### config.mk
export PLATFORM = sky130hd
export DESIGN_NAME = ps2_keycode_rx
export DESIGN_NICKNAME = d
export VERILOG_FILES = /design/src/rtl/ps2_pkg.sv /design/src/rtl/ps2_frame_rx.sv /design/src/rtl/ps2_keycode_rx.sv
export SDC_FILE = /design/constraint.sdc
export NUM_CORES = 1
export LEC_CHECK = 0
export CAP_MARGIN = 20
export CORE_MARGIN = 1
export CORE_UTILIZATION = 63
export CTS_BUF_LIST = sky130_fd_sc_hd__clkbuf_8
export CTS_CLUSTER_SIZE = 12
export DETAILED_ROUTE_END_ITERATION = 8
export PLACE_DENSITY = 0.87
export SLEW_MARGIN = 20
export SYNTH_ARGS = -nofsm -noshare
export SYNTH_HDL_FRONTEND = slang
export SYNTH_SLANG_ARGS = --single-unit
### constraint.sdc
create_clock -name clk -period 5.85 [get_ports clk]
set_clock_uncertainty 0.05 [all_clocks]
set_input_delay 0.8775 -clock clk [delete_from_list [all_inputs] [get_ports clk]]
set_output_delay 0.8775 -clock clk [all_outputs]
set_load 0.03 [all_outputs]
### src/rtl/ps2_pkg.sv
// ps2_pkg: shared scan-code set 2 constants, frame FSM states and keycode type.
package ps2_pkg;

    localparam logic [7:0] PS2_EXT = 8'hE0;
    localparam logic [7:0] PS2_BRK = 8'hF0;

    typedef enum logic [1:0] {IDLE, DATA, PARITY, STOP} frame_state_t;

    typedef logic [8:0] keycode_t;

    // Keyboard status/control bytes that never name a key
    function automatic logic is_discard(input logic [7:0] b);
        return b inside {8'hE1, 8'hAA, 8'hFA, 8'hFE, 8'hEE, 8'h00, 8'hFF};
    endfunction

endpackage

### src/rtl/ps2_frame_rx.sv
// ps2_frame_rx: synchronizes and filters the PS/2 lines and assembles 11-bit frames into bytes.
// Optional PS2_TIMEOUT_EN aborts a frame stalled for TIMEOUT_CYC cycles.
module ps2_frame_rx
    import ps2_pkg::*;
#(
    parameter int FILTER_LEN  = 8,
    parameter int TIMEOUT_CYC = 50000
) (
    input  logic       clk,
    input  logic       resetN,
    input  logic       ps2_clk,
    input  logic       ps2_dat,
    output logic [7:0] rx_byte,
    output logic       byte_valid,
    output logic       frameErr
);

    localparam int FW = $clog2(FILTER_LEN);

    logic [1:0]    clk_s, dat_s;
    logic [FW-1:0] fcnt;
    logic          filt, filt_d, strobe, d, tmo;
    frame_state_t  state;
    logic [2:0]    bitcnt;
    logic [7:0]    shreg;
    logic          par;

    assign d          = dat_s[1];
    assign strobe     = filt_d & ~filt;
    assign rx_byte    = shreg;
    assign byte_valid = strobe && state == STOP && d && ^{shreg, par};

    always_ff @(posedge clk or negedge resetN)
        if (!resetN) begin
            clk_s  <= '1;
            dat_s  <= '1;
            fcnt   <= '0;
            filt   <= 1'b1;
            filt_d <= 1'b1;
        end else begin
            clk_s  <= {clk_s[0], ps2_clk};
            dat_s  <= {dat_s[0], ps2_dat};
            filt_d <= filt;
            if (clk_s[1] == filt)
                fcnt <= '0;
            else if (fcnt == FW'(FILTER_LEN - 1)) begin
                fcnt <= '0;
                filt <= clk_s[1];
            end else
                fcnt <= fcnt + 1'b1;
        end

`ifdef PS2_TIMEOUT_EN
    localparam int TW = $clog2(TIMEOUT_CYC + 1);
    logic [TW-1:0] tcnt;

    always_ff @(posedge clk or negedge resetN)
        if (!resetN)
            tcnt <= '0;
        else
            tcnt <= (state == IDLE || strobe || tmo) ? '0 : tcnt + 1'b1;

    assign tmo = (tcnt == TW'(TIMEOUT_CYC)) && !strobe;
`else
    logic unused_timeout;
    assign unused_timeout = ^TIMEOUT_CYC;
    assign tmo = 1'b0;
`endif

    always_ff @(posedge clk or negedge resetN)
        if (!resetN) begin
            state    <= IDLE;
            bitcnt   <= '0;
            shreg    <= '0;
            par      <= 1'b0;
            frameErr <= 1'b0;
        end else begin
            frameErr <= 1'b0;
            if (tmo) begin
                state    <= IDLE;
                frameErr <= 1'b1;
            end else if (strobe)
                case (state)
                    IDLE:
                        if (!d) begin
                            state  <= DATA;
                            bitcnt <= '0;
                        end
                    DATA: begin
                        shreg  <= {d, shreg[7:1]};
                        bitcnt <= bitcnt + 1'b1;
                        if (bitcnt == 3'd7) state <= PARITY;
                    end
                    PARITY: begin
                        par   <= d;
                        state <= STOP;
                    end
                    STOP: begin
                        frameErr <= !(d && ^{shreg, par});
                        state    <= IDLE;
                    end
                    default: state <= IDLE;
                endcase
        end

endmodule

### src/rtl/ps2_keycode_rx.sv
// ps2_keycode_rx: PS/2 receiver that folds E0/F0 prefixes into a 9-bit keycode with make/brakee pulses.
// Build with PS2_TIMEOUT_EN to abort stalled frames after TIMEOUT_CYC cycles.
module ps2_keycode_rx
    import ps2_pkg::*;
#(
    parameter int FILTER_LEN  = 8,
    parameter int TIMEOUT_CYC = 50000
) (
    input  logic       clk,
    input  logic       resetN,
    input  logic       ps2_clk,
    input  logic       ps2_dat,
    output logic [8:0] keyCode,
    output logic       make,
    output logic       brakee,
    output logic       frameErr
);

    logic [7:0] rx_byte;
    logic       byte_valid, ext, brk;

    ps2_frame_rx #(
        .FILTER_LEN (FILTER_LEN),
        .TIMEOUT_CYC(TIMEOUT_CYC)
    ) u_frame (
        .clk       (clk),
        .resetN    (resetN),
        .ps2_clk   (ps2_clk),
        .ps2_dat   (ps2_dat),
        .rx_byte   (rx_byte),
        .byte_valid(byte_valid),
        .frameErr  (frameErr)
    );

    // Prefix flags accumulate independently, so E0/F0 order does not matter
    always_ff @(posedge clk or negedge resetN)
        if (!resetN) begin
            keyCode <= '0;
            make    <= 1'b0;
            brakee  <= 1'b0;
            ext     <= 1'b0;
            brk     <= 1'b0;
        end else begin
            make   <= 1'b0;
            brakee <= 1'b0;
            if (byte_valid) begin
                if (rx_byte == PS2_EXT)
                    ext <= 1'b1;
                else if (rx_byte == PS2_BRK)
                    brk <= 1'b1;
                else begin
                    if (!is_discard(rx_byte)) begin
                        keyCode <= keycode_t'({ext, rx_byte});
                        make    <= !brk;
                        brakee  <= brk;
                    end
                    ext <= 1'b0;
                    brk <= 1'b0;
                end
            end else if (frameErr) begin
                ext <= 1'b0;
                brk <= 1'b0;
            end
        end

endmodule

Word level (Yosys, flattened, before mapping)
Index checks and enable logic that the tools add are counted.
{"block": "totals", "ff_bits": 37, "inputBits": 4, "out_inout_bits": 12, "elab_cells": 85}
{"block": "classes", "addsub": 2, "n_eq_ne": 18, "muxes": 24, "bitwise": 6, "n_reduce_logical": 20}
{"cell": "8-bit equality test (second input constant)", "n": 8}
{"cell": "1-bit 2-to-1 mux", "n": 17}
{"cell": "2-bit AND reduction", "n": 5}
{"cell": "3-bit 2-to-1 mux", "n": 3}
{"cell": "9-bit XOR reduction", "n": 1}
{"cell": "8-bit logical NOT", "n": 1}
{"cell": "2-bit case mux with 4 select lines", "n": 1}
{"cell": "7-bit nonzero test", "n": 1}
{"cell": "3-bit by 1-bit adder with 3-bit output (second input constant)", "n": 2}
{"cell": "3-bit equality test (second input constant)", "n": 2}
{"cell": "3-bit case mux with 2 select lines", "n": 1}
{"cell": "3-bit AND reduction", "n": 2}
{"cell": "1-bit inverter", "n": 5}
{"cell": "2-bit equality test (second input constant)", "n": 2}
{"cell": "1-bit logical AND", "n": 4}
{"cell": "2-bit 2-to-1 mux", "n": 2}
{"cell": "2-bit inequality test (second input constant)", "n": 2}
{"cell": "4-bit AND reduction", "n": 1}
{"cell": "2-bit nonzero test", "n": 2}
{"cell": "3-bit inequality test (second input constant)", "n": 1}
{"cell": "2-bit by 1-bit equality test with 1-bit output (second input constant)", "n": 1}
{"cell": "1-bit logical NOT", "n": 2}
{"cell": "2-bit logical NOT", "n": 1}
{"cell": "2-bit by 1-bit inequality test with 1-bit output (second input constant)", "n": 1}
{"cell": "2 further kinds", "n": 2}

Depth between registers and ports, before layout
Gate-level depths: netlist of run 1.
{"block": "logic_depth", "word_depth": 7, "depth_mapped": 7, "ltp_nobuf": 6}

Cells and area by module
A second synthesis of run 1 with hierarchy kept.
{"block": "unflattened", "cells_unflattened": 117, "area_unflattened_um2": 1630.3}
{"module": "ps2_frame_rx", "instances": 1, "cells_each": 73, "area_each_um2": 1056.0, "seq_area_each_um2": 608.1}
{"module": "ps2_keycode_rx", "instances": 1, "cells_each": 44, "area_each_um2": 574.3, "seq_area_each_um2": 325.3}

Worst setup path after synthesis of run 1
OpenSTA, ideal clock, no wires.
{"block": "synth_timing", "path_kind": "reg2reg", "from": "register u_frame.shreg[6], in the netlist u_frame.rx_byte[6]", "to": "register keyCode[0]", "setup_time_ps": 125, "arrival_ps": 2034, "required_time_ps": 5675, "setup_slack_ps": 3641, "stages_incl_launch_ff": 8, "n_path_buf": 2, "period_less_slack_ps": 2209, "cell_sequence": "dfrtp_1 > buf_2 > xnor2_1 > xnor3_2 > xnor2_2 > nor4_4 > buf_6 > mux2_4"}
{"block": "synth_between", "elab_chain_len": 4, "word_cells_on_any_way": 16, "cone_classes": "eq/ne: 8; bitwise: 3; reduce/logical: 5"}
{"element": "from (decl)", "line": "ps2_frame_rx.sv:25", "source": "logic [7:0] shreg;"}
{"element": "from (signal assigned)", "line": "ps2_frame_rx.sv:90", "source": "shreg <= {d, shreg[7:1]};"}
{"element": "8-bit equality test / 8-bit logical NOT (equally long branches)", "line": "ps2_pkg.sv:13", "source": "return b inside {8'hE1, 8'hAA, 8'hFA, 8'hFE, 8'hEE, 8'h00, 8'hFF};"}
{"element": "7-bit nonzero test", "line": "ps2_pkg.sv:13"}
{"element": "1-bit inverter (no line)"}
{"element": "4-bit AND reduction (no line) *"}
{"element": "to (signal assigned)", "line": "ps2_keycode_rx.sv:53", "source": "keyCode <= keycode_t'({ext, rx_byte});"}
{"element": "to (decl)", "line": "ps2_keycode_rx.sv:13", "source": "output logic [8:0] keyCode,"}
Mark *: on every way between the ends. The rest lies on a longest branch, timed or not.
A chain may end at the register's enable or synchronous reset.

Worst setup path in the final report of run 1
{"block": "layout_timing", "from": "register u_frame.shreg[4], in the netlist u_frame.rx_byte[4]", "to": "register keyCode[8]"}
Same word-level chain as after synthesis.

==> results.py, run 1 <==
metrics = {
    "run_status": {
        "status": "finished, final reports clean",
    },
    "global_route": {
        "grt_usage": 0.219,
        "grt_start_max_net_pins": 38,
        "antenna_found_initial": 0,
        "grt_pass1_wl_um": 4170,
        "overflow": 0,
        "grt_pass1_vias": 971,
    },
    "setup_path": {
        "rr_endpoint": "keyCode[8]",
        "crit_fanout": 11,
        "path_cells": "xor2_1 > xnor3_2 > xnor2_2 > nor4_4 > mux2_1",
        "r2r-start": "u_frame.rx_byte[4]",
        "crit_path_end_kind": "flip-flop",
        "reg2reg_depth": 5,
        "crit_required_ns": 5.97,
        "crit_slowest_cell": "nor4_4",
        "r2r_setup_slack_ns": 3.13,
        "cp.arrival_ns": 2.84,
        "path_delay_family": "XOR/XNOR gates",
        "crit_buf_inv": 0,
        "path_class": "reg -> reg",
        "slowest_delay_ns": 0.80,
        "critPathLaunchType": "flip-flop",
    },
    "clock_tree": {
        "clk_pin_slew_ns": 0.08,
        "clock-sinks": 37,
        "cts_tree": "done",
        "numCtsBuffers": 5,
        "root_buffer": "clkbuf_8",
        "ctsResizeCount": 0,
        "clkLatencyLatePin_ns": 0.29,
        "htreeDepth": 2,
        "clockBufferDepth": 2,
        "postCtsSetupRepairBufs": 0,
        "hold_buffers": 0,
    },
    "placed_design": {
        "dpl_cell_area_mm2": 0.00186,
        "dpl.cell_count": 169,
        "io_buffer_count": 15,
        "gp_congestion": 0.866,
        "dp_hpwl_um": 1880,
    },
    "routing": {
        "vias_per_cell": 5.66,
        "dr.pass1.iters": 4,
        "drc": 0,
        "detail_route.iter0.violations": 11,
        "dr_total_vias": 1001,
        "wire_per_inst_um": 14.8,
        "drt-total-wl_um": 2620,
        "postRouteAntennaNets": 0,
    },
    "sta": {
        "slew_violations": 0,
        "fin_crit_ns": 2.72,
        "setup_violations": 0,
        "relSlewSlack": 0.422,
        "fmax_mhz": 367,
        "grt_setup_unrepaired": "false",
        "period_share": 0.465,
        "worst_pin_slew_ns": 0.861,
        "tns_ns": 0,
        "hold_viol_final": 0,
    },
    "synthesis": {
        "ys_seq_area_frac": 0.550,
        "yosysWarnings": 0,
        "ys_types": 34,
        "synth-simple-area-share": 0.0914,
        "synthAdderAreaFrac": 0.0590,
        "postSynthCellCount": 127,
        "avgSynthCellArea_um2": 13.4,
        "synth_top_family_by_area": "multiplexers",
        "synth_nets": 139,
        "ys_ff_latch": 37,
        "syn_area_mm2": 0.00170,
        "synth_compound_area_frac": 0.0715,
        "synth.area.mux_share": 0.130,
        "yosys.area_share.xor_xnor": 0.0656,
    },
    "floorplanning": {
        "initial_core_util": 0.673,
        "design.core.area_mm2": 0.00252,
        "placementRows": 18,
        "fp.dieW_um": 53.9,
        "die-area_mm2": 0.00291,
        "ios": 16,
        "die_h_um": 53.9,
    },
    "hold_path": {
        "hold_path_startpoint": "u_frame.dat_s[0]",
        "hold_end": "u_frame.dat_s[1]",
        "hold_path.class": "reg -> reg",
        "hold_path_depth": 0,
    },
    "cells_and_area": {
        "fillCellCount": 153,
        "layout_common_cells": "31 x dfrtp_1, 15 x clkdlybuf4s50_1, 9 x nand2_1",
        "final_common_cell": "dfrtp_1",
        "fin_cells": 177,
        "num_antenna_cells": 0,
        "nets": 158,
        "fin_area_mm2": 0.00195,
        "layout-drive-gt1-share": 0.238,
        "area_growth_pct": 15.0,
    },
    "power_and_ir_drop": {
        "peakVddDrop_uv": 288,
        "pwr_density_cell_mw_per_mm2": 332,
        "p_leak_nw": 0.903,
    },
    "run": {
        "drv_cap": 0,
    },
}
==> synth_stat cells <==
library cell / number / area, um2
nor2b_1: 3 / 18.8
nor4_4: 1 / 21.3
buf_2: 2 / 10.0
o21ai_1: 3 / 15.0
ha_1: 8 / 100
dfstp_2: 6 / 158
mux2_4: 8 / 120
o211a_1: 1 / 10.0
o21ai_0: 8 / 40.0
nand2_1: 9 / 33.8
a31oi_1: 1 / 6.26
nor3b_1: 1 / 7.51
xor2_1: 1 / 8.76
dfrtp_1: 31 / 776
mux2_2: 8 / 90.1
nand2b_1: 2 / 12.5
a21boi_1: 1 / 7.51
xnor2_4: 1 / 27.5
nand4_1: 1 / 6.26
nand3_1: 1 / 5.00
mux2_1: 1 / 11.3
nor4_1: 3 / 18.8
inv_1: 6 / 22.5
nor3_1: 3 / 15.0
a21oi_1: 3 / 15.0
a32o_1: 2 / 20.0
o211ai_1: 1 / 7.51
xnor2_2: 1 / 16.3
xnor3_2: 1 / 23.8
nor2_1: 1 / 3.75
buf_6: 2 / 22.5
xnor2_1: 4 / 35.0
and2_1: 1 / 6.26
and3_1: 1 / 6.26
==> logic make-up after synthesis <==
group                      Yosys count
AOI/OAI and AO/OA                   20
buffers and inverters               10
and+or+nand+nor                     27
DFF                                 37
muxes                               17
adders and majority gates            8
xor gates and xnor gates             8
==> power breakdown <==
group	total (mW)	switching (mW)	internal, mW
combinational	0.152	0.0802	0.0714
sequential	0.322	0.0278	0.294
clock	0.175	0.0913	0.0834
==> worst max-delay path by stage <==
stage / from / to / slack (ns) / cells after the start
floorplan: u_frame.rx_byte[6] / keyCode[0] / 3.64 / 7
global placement: u_frame.rx_byte[4] / keyCode[8] / 3.25 / 5
detailed placement: u_frame.rx_byte[4] / keyCode[8] / 3.15 / 5
CTS: u_frame.rx_byte[4] / keyCode[8] / 3.13 / 5
global route: u_frame.rx_byte[4] / keyCode[8] / 2.96 / 5
finish: u_frame.rx_byte[4] / keyCode[8] / 3.13 / 5
==> area by class of cell <==
type / instances / area (um2) / share of cell area
Tap cell: 30 / 37.5 / 0.0192
Multi-Input combinational cell: 80 / 709 / 0.363
Timing Repair Buffer: 16 / 158 / 0.0808
Inverter: 6 / 22.5 / 0.0115
Clock inverter: 3 / 22.5 / 0.0115
Clock buffer: 5 / 68.8 / 0.0353
Sequential cell: 37 / 933 / 0.478
==> metal layers <==
layer  GRT usage  wire length [um]  vias up
met4       0.167                61        0
met2       0.342              1260       26
li1            -                 -      483
met5           0                 0        -
met3      0.0678               130        7
met1       0.250              1170      485
==> registers in the layout, summed over array words and instances (netlist names) <==
name and cells:
make 1, u_frame.rx_byte 8, u_frame.clk_s 2, u_frame.par 1, u_frame.frameErr 1, brakee 1
brk 1, u_frame.bitcnt 3, u_frame.fcnt 3, u_frame.filt_d 1, keyCode 9, u_frame.filt 1
ext 1, u_frame.dat_s 2, u_frame.state 2
==> metrics by stage <==
stage                     hold WS, ns  total power [mW]   util  setup WS (ns)
after detailed placement        0.297             0.481  0.738           3.15
after global routing            0.310             0.688  0.774           2.96
after floorplan                 0.295             0.443      -           3.64
final                           0.307             0.648  0.774           3.13
after CTS                       0.308             0.657  0.774           3.13
after global placement          0.297             0.465  0.738           3.25
(Power assumes the default switching activity.)
==> inputs of run 2 (changes only) <==
--- a/config.mk
+++ b/config.mk
@@ -7,11 +7,11 @@
 export LEC_CHECK = 0
 export CAP_MARGIN = 20
 export CORE_MARGIN = 1
-export CORE_UTILIZATION = 63
+export CORE_UTILIZATION = 53
 export CTS_BUF_LIST = sky130_fd_sc_hd__clkbuf_8
 export CTS_CLUSTER_SIZE = 12
 export DETAILED_ROUTE_END_ITERATION = 8
-export PLACE_DENSITY = 0.87
+export PLACE_DENSITY = 0.78
 export SLEW_MARGIN = 20
 export SYNTH_ARGS = -nofsm -noshare
 export SYNTH_HDL_FRONTEND = slang
==> constraint.sdc (replaced) <==
create_clock -name clk -period 2.2 [get_ports clk]
set_clock_uncertainty 0.05 [all_clocks]
set_input_delay 0.33 -clock clk [delete_from_list [all_inputs] [get_ports clk]]
set_output_delay 0.33 -clock clk [all_outputs]
set_load 0.03 [all_outputs]
==> run 2 against run 1 <==
The run now ends with setup timing left. Via count rose by 8.7%. Critical path type unchanged. Non-clock buffer count rose by 12. Combinational power rose to 3.5 times the previous value. Largest power group unchanged. Final area rose by 9.1%. Register-to-register slack got worse by 3.1 ns. Die area rose by 18%. Global-route usage fell by 2.5 points. Largest cell class unchanged. Maximum frequency rose by 23%. Highest routed layer unchanged. Wire length rose by 12%. Clock-buffer cell count did not move. Critical path depth rose by 1. Core utilization fell by 7.6 points.
==> results.py, run 2 (synthesis gave the netlist of run 1 again) <==
metrics = {
    "sta": {
        "worst_pin_slew_ns": 0.447,
        "fmax_mhz": 454,
        "grt_setup_unrepaired": "true",
        "worst_slack_ns": -0.00489,
        "fin_crit_ns": 2.20,
        "tns_ns": -0.00728,
        "slew_violations": 0,
        "hold_viol_final": 0,
        "relSlewSlack": 0.702,
        "setup_violations": 2,
        "period_share": 1.00,
    },
    "power_and_ir_drop": {
        "p_comb_frac": 0.259,
        "peakVddDrop_uv": 675,
        "clockPowerShare": 0.330,
        "intPower_mw": 1.52,
        "p_seq_frac": 0.411,
        "finalPower_mw": 2.07,
        "p_leak_nw": 0.997,
        "pwr_density_cell_mw_per_mm2": 974,
        "p_sw_uw": 558,
        "switching_share": 0.269,
    },
    "setup_path": {
        "r2r_setup_slack_ns": -0.005,
        "path_class": "reg -> reg",
        "critPathLaunchType": "flip-flop",
        "crit_fanout": 5,
        "crit_path_end_kind": "flip-flop",
        "cp.arrival_ns": 2.33,
        "reg2reg_depth": 6,
        "crit_required_ns": 2.32,
    },
    "clock_tree": {
        "clk_pin_slew_ns": 0.07,
        "clockBufferDepth": 2,
        "hold_buffers": 0,
        "htreeDepth": 2,
        "clock-sinks": 37,
        "root_buffer": "clkbuf_8",
        "numCtsBuffers": 5,
        "clkLatencyLatePin_ns": 0.29,
        "cts_tree": "done",
    },
    "routing": {
        "detail_route.iter0.violations": 18,
        "postRouteAntennaNets": 0,
        "drc": 0,
        "wire_per_inst_um": 14.4,
        "drt-total-wl_um": 2930,
        "dr.pass1.iters": 4,
        "vias_per_cell": 5.36,
        "dr_total_vias": 1088,
    },
    "global_route": {
        "grt_usage": 0.195,
        "grt_pass1_wl_um": 4910,
        "grt_pass1_vias": 1139,
        "grt_start_max_net_pins": 38,
        "antenna_found_initial": 0,
        "overflow": 0,
    },
    "hold_path": {
        "hold_path_depth": 0,
        "hold_path.class": "reg -> reg",
    },
    "cells_and_area": {
        "num_antenna_cells": 0,
        "largest_register_ffs": 9,
        "layout_common_cells": "30 x dfrtp_1, 15 x clkdlybuf4s50_1, 12 x buf_4, 9 x nand2_1, 9 x mux2_4",
        "regMostFlops": "keyCode",
        "nets": 170,
        "area_growth_pct": 25.4,
        "fillCellCount": 220,
        "layout-drive-gt1-share": 0.314,
        "final_common_cell": "dfrtp_1",
    },
    "floorplanning": {
        "initial_core_util": 0.556,
        "placementRows": 20,
        "fp.dieW_um": 58.6,
        "ios": 16,
        "design.core.area_mm2": 0.00305,
        "die_h_um": 58.6,
        "die-area_mm2": 0.00343,
    },
    "placed_design": {
        "io_buffer_count": 15,
        "pre_cts_ws_ns": 0.0336,
        "dp_hpwl_um": 2010,
        "gp_congestion": 0.866,
    },
    "run_status": {
        "failed_checks": "setup timing",
        "status": "finished, violations left",
    },
    "run": {
        "drv_cap": 0,
    },
}
-- run 2: timing repair --
action | 4_1_cts | 5_1_grt
gates resized for setup | 0 | 6
setup buffers | 0 | 4
endpoints found under the setup margin | 0 | 7
-- run 2: layout make-up --
| class | instances | area [um2] | share of cell area |
|---|---|---|---|
| multi-input combinational | 80 | 732 | 0.344 |
| clock buffer | 5 | 68.8 | 0.0323 |
| timing repair buffer | 28 | 251 | 0.118 |
| clock inverter | 3 | 65.1 | 0.0306 |
| inverter | 6 | 22.5 | 0.0106 |
| sequential | 37 | 935 | 0.439 |
| tap | 44 | 55.1 | 0.0259 |
-- run 2: path summary, 6_finish.rpt --
check                                   startpoint                  to
worst min register to register    u_frame.clk_s[0]    u_frame.clk_s[1]
worst max register to register  u_frame.rx_byte[6]          keyCode[2]
max in group asynchronous                   resetN    u_frame.dat_s[1]
worst min-delay path              u_frame.clk_s[0]    u_frame.clk_s[1]
worst max-delay path            u_frame.rx_byte[6]          keyCode[2]
min in group asynchronous                   resetN  u_frame.rx_byte[0]
-- run 2: power groups by stage --
stage	logic [mW]	clock network, mW	registers [mW]
floorplan	0.330	0	0.843
global placement	0.398	0	0.856
detailed placement	0.426	0	0.868
CTS	0.433	0.701	0.854
global route	0.604	0.723	0.863
finish	0.538	0.685	0.852
-- run 2: through the flow --
stage / utilization / area (um2) / hold slack [ns] / instances
floorplan: - / 1700 / -0.0156 / 127
global placement: 0.632 / 1930 / 0.297 / 190
detailed placement: 0.632 / 1930 / 0.299 / 190
CTS: 0.676 / 2060 / 0.310 / 198
global route: 0.698 / 2130 / 0.311 / 203
finish: 0.698 / 2130 / 0.308 / 203
-- run 2: worst max-delay path: stages, from the launching register on --
cell and delay, ns:
dfrtp_2 0.46, xnor2_2 0.13, xnor3_2 0.49, xnor2_4 0.16, nor4_4 0.30, buf_4 0.20, mux2_4 0.29
-- run 2: per-layer routing --
| metal | GRT usage | routed length (um) | vias to the layer above |
|---|---|---|---|
| met2 | 0.345 | 1590 | 23 |
| met5 | 0 | 0 | - |
| li1 | - | - | 508 |
| met3 | 0.0703 | 119 | 8 |
| met4 | 0.0646 | 60 | 0 |
| met1 | 0.218 | 1160 | 549 |
==> inputs of run 3 (changes only) <==
--- a/config.mk
+++ b/config.mk
@@ -11,6 +11,7 @@
 export CTS_BUF_LIST = sky130_fd_sc_hd__clkbuf_8
 export CTS_CLUSTER_SIZE = 12
 export DETAILED_ROUTE_END_ITERATION = 8
+export HOLD_SLACK_MARGIN = 0.08
 export PLACE_DENSITY = 0.78
 export SLEW_MARGIN = 20
 export SYNTH_ARGS = -nofsm -noshare
==> results of run 3 <==
Final layout, timing and power as in run 2 (identical DEF).
